===== src/rtl/top10_stream_out.sv =====
// ----------------------------------------------------------------------------
// top10_stream_out
//
// Purpose:
//   Downstream reader for the top-10 sorter. A start pulse snapshots the flat
//   sorted value vector and the matching node-ID vector. The block then streams
//   one (rank, id, value) entry per accepted beat, rank 0 (largest value) first.
//
// Parameters:
//   DATA_WIDTH  width of one rank value
//   ID_WIDTH    width of one node ID
//   NUM_TOP     entries per frame (1..16)
//
// Ports:
//   clk        rising-edge clock
//   rst        synchronous reset, active-high
//   start      pulse: array_in/id_in hold a finished sort result
//   array_in   sorted values, entry i at [i*DATA_WIDTH +: DATA_WIDTH]
//   id_in      node IDs, entry i at [i*ID_WIDTH +: ID_WIDTH]
//   out_valid  entry on out_* is valid
//   out_ready  consumer accepts the entry this cycle
//   out_data   value of current entry
//   out_id     node ID of current entry
//   out_rank   index of current entry in the frame (0 = top)
//   out_last   current entry is the final one of the frame
//   busy       frame in progress (start ignored)
//   done       one-cycle pulse after the final entry is accepted
//
// Build option:
//   TOP10_SKIP_ZERO_EN - when defined, zero-valued entries are not emitted.
//   The frame ends at the first zero. An all-zero frame still pulses done
//   without ever raising out_valid.
//
// Handshake:
//   A beat occurs when out_valid and out_ready are both high at a rising edge.
//   While out_valid is high and no beat occurs, every out_* signal holds.
//   out_ready has no effect while out_valid is low.
//   When out_valid is low, out_data/out_id/out_rank/out_last are all zero.
//
// Debug: the FSM state register is 'state'. It is of type state_t and is
//   visible hierarchically for checkers.
// ----------------------------------------------------------------------------
module top10_stream_out #(
    parameter int DATA_WIDTH = 16,
    parameter int ID_WIDTH   = 6,
    parameter int NUM_TOP    = 10
) (
    input  logic                           clk,
    input  logic                           rst,
    input  logic                           start,
    input  logic [DATA_WIDTH*NUM_TOP-1:0]  array_in,
    input  logic [ID_WIDTH*NUM_TOP-1:0]    id_in,
    output logic                           out_valid,
    input  logic                           out_ready,
    output logic [DATA_WIDTH-1:0]          out_data,
    output logic [ID_WIDTH-1:0]            out_id,
    output logic [3:0]                     out_rank,
    output logic                           out_last,
    output logic                           busy,
    output logic                           done
);

`ifdef TOP10_SKIP_ZERO_EN
    localparam bit SKIP_ZERO = 1'b1;
`else
    localparam bit SKIP_ZERO = 1'b0;
`endif

    localparam logic [3:0] LAST_IDX   = 4'(NUM_TOP - 1);
    // Offset of entry 1 in array_in. It falls back to entry 0 for a
    // single-entry frame so that the slice is always in range.
    localparam int         SECOND_OFS = (NUM_TOP > 1) ? DATA_WIDTH : 0;

    typedef enum logic [1:0] {
        ST_IDLE = 2'd0,
        ST_SEND = 2'd1,
        ST_DONE = 2'd2
    } state_t;

    state_t                 state;
    logic [3:0]             index;

    // Snapshot depth is fixed at 16 so that the 4-bit lookahead index
    // never leaves the array. Slots at or above NUM_TOP stay zero.
    logic [DATA_WIDTH-1:0]  snap_data [16];
    logic [ID_WIDTH-1:0]    snap_id   [16];

    // Next entry taken from the snapshot, used on a non-final beat.
    logic [3:0]             nxt_idx;
    logic [3:0]             nxt2_idx;
    logic                   nxt_last;

    // First entry taken straight from the inputs in the start cycle.
    logic [DATA_WIDTH-1:0]  first_data;
    logic [DATA_WIDTH-1:0]  second_data;
    logic [ID_WIDTH-1:0]    first_id;
    logic                   first_valid;
    logic                   first_last;

    always_comb begin
        nxt_idx  = index + 4'd1;
        nxt2_idx = index + 4'd2;
        // nxt2_idx can only wrap when nxt_idx is already the final index.
        nxt_last = (nxt_idx == LAST_IDX) ||
                   (SKIP_ZERO && (snap_data[nxt2_idx] == '0));
    end

    always_comb begin
        first_data  = array_in[0 +: DATA_WIDTH];
        second_data = array_in[SECOND_OFS +: DATA_WIDTH];
        first_id    = id_in[0 +: ID_WIDTH];
        first_valid = !(SKIP_ZERO && (first_data == '0));
        first_last  = (NUM_TOP == 1) || (SKIP_ZERO && (second_data == '0));
    end

    always_ff @(posedge clk) begin
        if (rst) begin
            state     <= ST_IDLE;
            index     <= 4'd0;
            out_valid <= 1'b0;
            out_data  <= '0;
            out_id    <= '0;
            out_rank  <= 4'd0;
            out_last  <= 1'b0;
            busy      <= 1'b0;
            done      <= 1'b0;
            for (int i = 0; i < 16; i++) begin
                snap_data[i] <= '0;
                snap_id[i]   <= '0;
            end
        end else begin
            case (state)
                ST_IDLE: begin
                    done <= 1'b0;
                    if (start) begin
                        for (int i = 0; i < NUM_TOP; i++) begin
                            snap_data[i] <= array_in[i*DATA_WIDTH +: DATA_WIDTH];
                            snap_id[i]   <= id_in[i*ID_WIDTH +: ID_WIDTH];
                        end
                        index     <= 4'd0;
                        state     <= ST_SEND;
                        busy      <= 1'b1;
                        // Outputs are registered, so entry 0 is presented
                        // from the live inputs in the same edge as the capture.
                        out_valid <= first_valid;
                        out_data  <= first_valid ? first_data : '0;
                        out_id    <= first_valid ? first_id   : '0;
                        out_rank  <= 4'd0;
                        out_last  <= first_valid && first_last;
                    end
                end

                ST_SEND: begin
                    if (!out_valid) begin
                        // Only an all-zero frame with zero skipping reaches
                        // this branch: nothing is emitted, but done still pulses.
                        state <= ST_DONE;
                        done  <= 1'b1;
                    end else if (out_ready) begin
                        if (out_last) begin
                            state     <= ST_DONE;
                            done      <= 1'b1;
                            out_valid <= 1'b0;
                            out_data  <= '0;
                            out_id    <= '0;
                            out_rank  <= 4'd0;
                            out_last  <= 1'b0;
                        end else begin
                            index    <= nxt_idx;
                            out_data <= snap_data[nxt_idx];
                            out_id   <= snap_id[nxt_idx];
                            out_rank <= nxt_idx;
                            out_last <= nxt_last;
                        end
                    end
                end

                ST_DONE: begin
                    done  <= 1'b0;
                    busy  <= 1'b0;
                    index <= 4'd0;
                    state <= ST_IDLE;
                end

                default: begin
                    state     <= ST_IDLE;
                    out_valid <= 1'b0;
                    busy      <= 1'b0;
                    done      <= 1'b0;
                end
            endcase
        end
    end

endmodule


===== config.mk =====
export PLATFORM = sky130hd
export DESIGN_NAME = top10_stream_out
export DESIGN_NICKNAME = d
export VERILOG_FILES = /design/src/rtl/top10_stream_out.sv
export SDC_FILE = /design/constraint.sdc
export NUM_CORES = 1
export LEC_CHECK = 0
export ABC_AREA = 1
export CAP_MARGIN = 20
export CORE_AREA = 2 2 127 190
export DETAILED_ROUTE_END_ITERATION = 8
export DIE_AREA = 0 0 129 192
export PLACE_DENSITY = 0.86
export SYNTH_ARGS = -nofsm -noshare
export SYNTH_HDL_FRONTEND = slang
export SYNTH_SLANG_ARGS = --single-unit

===== constraint.sdc =====
create_clock -name clk -period 27 [get_ports clk]
set_clock_uncertainty 0.05 [all_clocks]
set_input_delay 2.7 -clock clk [delete_from_list [all_inputs] [get_ports clk]]
set_output_delay 2.7 -clock clk [all_outputs]
set_load 0.005 [all_outputs]

==> impl_metrics.ini, run 1 <==
[timing]
finalCritPeriodShare_pct = 20.6
setup_viol = 0
fin_hold_ws_ns = 0.434
relSlewSlack_pct = 24.9
hold_viol = 0
worst_slew_pin_slew_ns = 1.13
grt_setup_unrepaired = false
period_minus_slack_ns = 5.57
drv_slew = 0
setup_tns_ns = 0
fmax_ghz = 0.179

[worst_setup_path]
crit_path_end_kind = flop
cp_max_fo = 80
critPathLaunchType = primary input
worst-path-buf-inv = 4
cp.arrival_ns = 5.75
cp_slowest_cell = buf_4
r2r_start = index[0]
cp.required_ns = 27.18
criticalPathCategory = primary input to flop
crit_path_frequent_cell = buf_4
crit_family = buffers and inverters
r2r_slack_ns = 22.80
cp_cell_sequence = clkdlybuf4s50_1, inv_1, nand4_1, buf_4, buf_4, nor2_1
setup.worst_path.start = rst
r2r_end = out_data[12]
worst_r2r_path_depth = 10
max_stage_delay_ns = 0.73

[clock_tree]
postCtsSetupRepairBufs = 0
max-clock-path-buffers = 3
clock-sinks = 256
h-tree-depth = 1
postCtsHoldBufs = 0
cts.clk_slew.worst_paths_ns = 0.07
cts_tree = built
cts-root-buf = clkbuf_16
cts_buffers = 24
cts_resized = 0
clock_latency_ns = 0.52

[placement]
dp_hpwl_um = 23800
port_buffers = 253
gp_congestion = 0.888
dpl-instance-area_mm2 = 0.0156

[layout]
synthToLayoutAreaGrowth_pct = 26.0
multi_input_area_mm2 = 0.00380
layout-drive-gt1-share_pct = 5.51
antenna-diode-count = 0
mostFrequentLayoutCell = inv_1
final_cell_mix = 384 x inv_1, 362 x nand2_1, 253 x clkdlybuf4s50_1
fin_area_mm2 = 0.0164
seq_area_mm2 = 0.00733
final_nets = 2006
fill_cells = 1696

[logic_synthesis]
ys_top_cells_by_area = edfxtp_1 51%, inv_1 11%, nand2_1 10%
mappedNetlistArea_mm2 = 0.0130
syn_nets = 1798
synth_cells = 1572
syn_avg_cell_area_um2 = 8.26
synth_top_area_share_pct = 50.9
yosys_warnings = 0
ys_seq_area_share_pct = 56.5
netlist.top_cell.by_area = edfxtp_1
async_reset_ff_share_pct = 0
ys_types = 24
synth-main-ff-cell = edfxtp_1
synth.ff_latch_count = 256
synth_edf_count = 220

[power]
ir_worst_vdd_mv = 0.0532
p_total_mw = 1.00
internal_power_mw = 0.726
seqPwrFrac_pct = 48.4
p_clk_share_pct = 32.1
switchingPower_mw = 0.276
power_leakage_nw = 7.69
pwr-share-comb_pct = 19.6
p_per_area_mw_per_mm2 = 61.3
swShare_pct = 27.6

[global_routing]
overflow = 0
grt_use_total_pct = 27.9
grt_pass1_wl_um = 52300
grt_antenna_before_repair = 0
grt_pass1_vias = 10400
grt_max_degree = 183

[die]
rows = 68
ios = 254
dieArea_mm2 = 0.0248
start_util_pct = 56.3
fp.dieH_um = 192
core_area_mm2 = 0.0231
dieWidth_um = 129

[route]
drt_iter0_markers = 908
antenna_left = 0
routedWlPerCell_um = 16.3
totalWireLength_um = 34500
dr.pass1.iters = 5
via_count = 10600
drc = 0
viasPerCell = 5.03

[job]
maxCapViolCount = 0

[status]
status = finished, final reports clean

[hold_path]
whs_path_depth = 2
hold-path-endpoint = out_rank[2]
worstHoldStart = out_rank[2]
min_path_type = flop to flop
power groups by stage:
stage	clock, mW	sequential, mW	combinational (mW)
2_1_floorplan	0	0.503	0.115
3_3_place_gp	0	0.491	0.189
3_5_place_dp	0	0.493	0.194
4_1_cts	0.322	0.485	0.195
5_1_grt	0.337	0.488	0.217
6_report	0.322	0.485	0.196
worst max-delay path by stage:
stage,end,cells past startpoint,slack [ns]
after global routing,snap_data[7][1],6,21.23
after floorplan,snap_data[0][0],2,7.76
after global placement,snap_data[2][13],6,21.18
after detailed placement,snap_data[2][1],6,21.03
after CTS,snap_data[7][1],6,21.50
final,snap_data[7][1],6,21.43
layout make-up:
class	instances	share of cell area (%)
sequential	256	44.8
multi-input combinational	847	23.3
timing repair buffer	264	16.1
inverter	387	8.89
clock buffer	32	3.99
tap	315	2.41
clock inverter	11	0.482
sequential cells by signal, summed over array words and instances, names as in the netlist:
| name | cells |
|---|---|
| out_last | 1 |
| index | 4 |
| out_valid | 1 |
| out_id | 6 |
| out_data | 16 |
| state | 2 |
| out_rank | 4 |
| snap_data | 160 |
| busy | 1 |
| snap_id | 60 |
| done | 1 |
worst register-to-register path: stages, from the launching register on:
cell and delay [ns]:
dfxtp_4 0.61, clkinv_2 0.81, ha_2 0.66, buf_4 0.60, inv_2 0.58, nand3_1 0.26
nand3_2 0.14, nand3_1 0.17, nand2_1 0.07, nand2_1 0.07, a21oi_2 0.06
Yosys cell counts, drive strengths merged, types with 3 or more instances:
cell type  instances
dfxtp             36
inv              387
a21oi             74
nor2             231
buf               59
a22oi              3
nand3            160
o21ai              4
clkbuf            23
edfxtp           220
nand2            363
layer usage:
metal | part of all wire [%] | track usage [%] | up-vias
met5 | 0 | 0 | -
met4 | 7.5 | 18.4 | 0
met3 | 7.2 | 3.26 | 127
met2 | 51 | 49.4 | 501
met1 | 34 | 31.3 | 4830
li1 | - | - | 5164
cells by family (layout without fill, tap and decap cells):
family	count (synthesis)	in the layout	synth area share, %
simple gates	758	758	24.5
buf+inv	469	694	14.5
flops	256	256	56.5
compound gates	83	83	3.88
xor+xnor	4	4	0.501
fa+ha+maj	2	2	0.193
metrics by stage:
stage / setup WS (ns) / instances / utilization (%)
finish: 21.43 / 2112 / 70.9
global route: 21.23 / 2112 / 70.9
CTS: 21.50 / 2111 / 70.8
detailed placement: 21.03 / 2068 / 67.7
global placement: 21.18 / 2068 / 67.7
floorplan: 7.76 / 1572 / -
Note: power is estimated with default switching activity, not from simulation.
==> run 2: changes to the inputs <==
- CORE_AREA: 2 2 127 190 -> 2 2 131 197
- DIE_AREA: 0 0 129 192 -> 0 0 133 199
- PLACE_DENSITY: 0.86 -> 0.81
- clock period: 27 -> 5.2 ns (I/O delays scaled with it)
==> run 2 against run 1 <==
Against the previous run:
- hold slack improved by 0.020 ns
- critical path depth up 3
- global-route usage decreased by 0.72 points
- die area rose by 6.9%
- non-clock buffer count unchanged
- sequential share of layout area is 0.27 points lower
- design area increased by 0.61%
- cell count increased by 0.62%
- utilization down 4.5 points
- count of clock-buffer cells in the layout shrank 1
- first-iteration DRC count grew 7.2%
- clock power grew to 5.6 times the previous value
- critical path type is now flop to flop
- highest routed layer unchanged
==> impl_metrics.ini, run 2 (synthesis results as in run 1) <==
[route]
totalWireLength_um = 36400
via_count = 10700
viasPerCell = 5.04
drt_iter0_markers = 973
dr.pass1.iters = 6
antenna_left = 0
drc = 0
routedWlPerCell_um = 17.1

[power]
p_per_area_mw_per_mm2 = 325
power_leakage_nw = 7.72
internal_power_mw = 3.88
p_clk_share_pct = 33.5
seqPwrFrac_pct = 47.3
switchingPower_mw = 1.46
swShare_pct = 27.4
pwr-share-comb_pct = 19.2
ir_worst_vdd_mv = 0.221

[placement]
dpl_worst_slack_ns = 1.71
port_buffers = 253
dpl-instance-area_mm2 = 0.0156
gp_congestion = 0.934
dp_hpwl_um = 26100

[global_routing]
grt_pass1_wl_um = 54800
grt_antenna_before_repair = 2
grt_pass1_vias = 10500
overflow = 0
use_met2_pct = 50.0
gr-usage-met1_pct = 29.8
grt-busiest-layer = met2
grt_use_met3_pct = 2.83
grt_use_total_pct = 27.2
grt_max_degree = 125

[worst_setup_path]
cp_cell_sequence = clkinv_2, ha_2, inv_2, nand3_1, nand3_1, nand3_1, nand2_1, nand2_1, a21oi_2
cp.arrival_ns = 3.64
criticalPathCategory = flop to flop
worst-path-buf-inv = 2
cp_slowest_cell = dfxtp_4
crit_path_end_kind = flop
worst_r2r_path_depth = 9
crit_cells = 9
cp_max_fo = 48
crit_path_frequent_cell = nand3_1
critPathLaunchType = flop
max_stage_delay_ns = 0.65
cp.required_ns = 5.59
crit_family = buffers and inverters

[layout]
fin_util_pct = 66.4
layout-drive-gt1-share_pct = 5.91
largest_register_ffs = 160
seq_area_mm2 = 0.00733
multi_input_area_mm2 = 0.00381
final_cell_mix = 384 x inv_1, 363 x nand2_1, 253 x clkdlybuf4s50_1
synthToLayoutAreaGrowth_pct = 26.8
mostFrequentLayoutCell = inv_1
fin_area_mm2 = 0.0165
final_nets = 2005
fill_cells = 1991
reg_top3 = snap_data x160, snap_id x60, out_data x16
regMostFlops = snap_data

[timing]
setup_ws_ns = 1.95
fmax_ghz = 0.308
setup_viol = 0
worst_slew_pin_slew_ns = 1.16
hold_viol = 0
grt_setup_unrepaired = false
period_minus_slack_ns = 3.25
relSlewSlack_pct = 22.9
drv_slew = 0
finalCritPeriodShare_pct = 62.4
setup_tns_ns = 0

[clock_tree]
cts.clk_slew.worst_paths_ns = 0.07
cts_buffers = 23
clock-sinks = 256
cts_tree = built
cts-root-buf = clkbuf_16
postCtsSetupRepairBufs = 0
postCtsHoldBufs = 0
max-clock-path-buffers = 3
cts_resized = 0
clock_latency_ns = 0.52
h-tree-depth = 1

[hold_path]
min_path_type = flop to flop
whs_path_depth = 2

[die]
dieArea_mm2 = 0.0265
fp.dieH_um = 199
ios = 254
start_util_pct = 52.4
core_area_mm2 = 0.0248
rows = 71
dieWidth_um = 133

[job]
maxCapViolCount = 0

[status]
status = finished, final reports clean
-- run 2: cell count changes in the layout (fill, tap and decap cells not counted), sizes merged --
cell,change
clkinvlp,+1
clkbuf,-1
bufinv,+2
inv,+3
diode,+2
clkinv,-7
-- run 2: worst reg2reg max path: stages, from the launching register on --
cell and delay (ns):
dfxtp_4 0.65, clkinv_2 0.56, ha_2 0.47, inv_2 0.62, nand3_1 0.31, nand3_1 0.14, nand3_1 0.10, nand2_1 0.07
nand2_1 0.06, a21oi_2 0.15
-- run 2: cell type report --
cell class,instances,share of cell area [%]
antenna,2,0.0304
inverter,387,8.84
multi-input combinational,847,23.2
sequential,256,44.6
timing repair buffer,264,16.0
clock buffer,31,3.99
clock inverter,10,0.882
tap,328,2.49
-- run 2: per-layer routing --
metal / wire length [um] / vias to the layer above
met5: 0 / -
met3: 2120 / 118
met1: 12600 / 4974
met4: 2620 / 0
met2: 19000 / 440
li1: - / 5168
-- run 2: stage by stage --
step           hold WS [ns]  std cells  total power [mW]
2_1_floorplan         0.411       1572              3.14
3_3_place_gp          0.441       2082              3.57
3_5_place_dp          0.450       2082              3.58
4_1_cts               0.459       2123              5.36
5_1_grt               0.464       2125              5.55
6_report              0.454       2125              5.35
-- run 2: final timing paths --
kind                     from  slack, ns           to
setup / recovery     index[0]       1.95  out_data[5]
hold reg to reg   out_rank[2]       0.45  out_rank[2]
setup reg to reg     index[0]       1.95  out_data[5]
hold / removal    out_rank[2]       0.45  out_rank[2]
-- run 2: power by group through the flow --
stage                     combinational [mW]  clock, mW  sequential (mW)
after global placement                  1.00          0             2.56
final                                   1.03       1.79             2.53
after floorplan                        0.597          0             2.54
after global routing                    1.13       1.88             2.54
after detailed placement                1.01          0             2.57
after CTS                               1.02       1.81             2.53
==> run 3: changes to the inputs <==
- CORE_AREA: 2 2 131 197 -> 2 2 139 209
- DIE_AREA: 0 0 133 199 -> 0 0 141 211
- PLACE_DENSITY: 0.81 -> 0.76
- clock period: 5.2 -> 2.6 ns (I/O delays scaled with it)
==> run 3 against run 2 <==
Against the previous run:
- worst setup slack worse by 1.7 ns
- cell count grew 1.7%
- non-clock buffer count up 16
- largest cell class unchanged
- critical path type unchanged
- die area rose by 12%
==> impl_metrics.ini, run 3 (synthesis results as in run 1) <==
[layout]
final_cell_mix = 383 x inv_1, 362 x nand2_1, 253 x clkdlybuf4s50_1
largest_register_ffs = 160
fill_cells = 2367
multi_input_area_mm2 = 0.00380
reg_top3 = snap_data x160, snap_id x60, out_data x16
layout-drive-gt1-share_pct = 6.78
mostFrequentLayoutCell = inv_1
final_cells = 2161
final_nets = 2022
regMostFlops = snap_data
synthToLayoutAreaGrowth_pct = 29.1
seq_area_mm2 = 0.00733

[global_routing]
grt_max_degree = 112
grt_antenna_before_repair = 2
grt_use_total_pct = 23.9
grt_pass1_wl_um = 54500
grt_pass1_vias = 10400
overflow = 0

[clock_tree]
clock_latency_ns = 0.52
cts_buffers = 24
cts.clk_slew.worst_paths_ns = 0.06
max-clock-path-buffers = 3
postCtsSetupRepairBufs = 0
cts-root-buf = clkbuf_16
h-tree-depth = 1
cts_tree = built
cts_resized = 0
clock-sinks = 256
postCtsHoldBufs = 0

[status]
status = finished, final reports clean

[power]
ir_worst_vdd_mv = 0.513
p_per_area_mw_per_mm2 = 650
power_leakage_nw = 7.89

[timing]
setup_ws_ns = 0.276
hold_viol = 0
setup_viol = 0
drv_slew = 0
grt_setup_unrepaired = false
fmax_ghz = 0.430
finalCritPeriodShare_pct = 89.4
worst_slew_pin_slew_ns = 0.917
relSlewSlack_pct = 38.9
period_minus_slack_ns = 2.32

[worst_setup_path]
criticalPathCategory = flop to flop
r2r_end = out_data[11]
timing.critical_path.to = out_data[11]
critPathLaunchType = flop
worst_r2r_path_depth = 10
cp.required_ns = 3.00
r2r_start = index[1]
cp_max_fo = 34
crit_path_end_kind = flop
cp.arrival_ns = 2.73
r2r_slack_ns = 0.28
setup.worst_path.start = index[1]

[placement]
place_inst = 2115
gp_congestion = 0.855
port_buffers = 253
dpl_worst_slack_ns = 0.311
dp_hpwl_um = 25800

[route]
via_count = 10600
drc = 0
routedWlPerCell_um = 16.5
viasPerCell = 4.90
drt_iter0_markers = 865
totalWireLength_um = 35600
dr.pass1.iters = 5
antenna_left = 0

[die]
ios = 254
dieWidth_um = 141
core_area_mm2 = 0.0279
dieArea_mm2 = 0.0298
start_util_pct = 46.6
fp.dieH_um = 211
rows = 75

[hold_path]
min_path_type = primary input to flop

[job]
maxCapViolCount = 0
-- run 3: area by class of cell --
type	count	area share (%)
well taps	346	2.58
multi-input cells	847	22.7
clock buffers	27	3.78
inverters	387	8.68
repair buffers	280	17.3
flip-flops and latches	256	43.8
diodes	1	0.0149
clock inverters	17	1.26
-- run 3: through the flow --
stage / setup TNS, ns / hold slack, ns / util [%] / power (mW) / area [um^2]
finish: 0 / 0.324 / 60.1 / 10.9 / 16800
global route: 0 / 0.322 / 60.1 / 11.4 / 16800
CTS: 0 / 0.310 / 60.0 / 10.9 / 16700
detailed placement: 0 / 0.449 / 57.0 / 7.22 / 15900
global placement: 0 / 0.442 / 57.0 / 7.19 / 15900
floorplan: -422.98 / 0.408 / - / 6.29 / 13000
-- run 3: worst min-delay path by stage --
stage | slack (ns) | start | cells after the start | end
finish | 0.32 | id_in[25] | 3 | snap_id[4][1]
global route | 0.32 | array_in[144] | 3 | snap_data[9][0]
CTS | 0.31 | id_in[25] | 3 | snap_id[4][1]
detailed placement | 0.45 | busy | 2 | busy
global placement | 0.44 | busy | 2 | busy
floorplan | 0.41 | array_in[15] | 2 | out_data[15]
-- run 3: per-layer routing --
metal,global-route usage (%),share of wire [%],up-vias
met3,2.86,6.2,96
met1,26.6,35,4859
met5,0,0,-
met2,44.2,52,434
met4,13.1,6.0,0
li1,-,-,5207
-- run 3: worst max-delay path: stages (launching register included) --
cell	delay, ns
dfxtp_1	0.37
inv_1	0.07
ha_2	0.35
buf_4	0.36
buf_4	0.26
nand3_1	0.23
nand3_2	0.20
nand3_2	0.08
nand2_1	0.07
nand2_1	0.06
a21oi_2	0.13
-- run 3: power by group --
group / leakage (nW) / switching [mW] / internal (mW)
Combinational: 4.79 / 1.27 / 0.858
Clock: 0.417 / 1.51 / 2.25
Sequential: 2.68 / 0.132 / 4.88
Total: 7.89 / 2.91 / 7.99
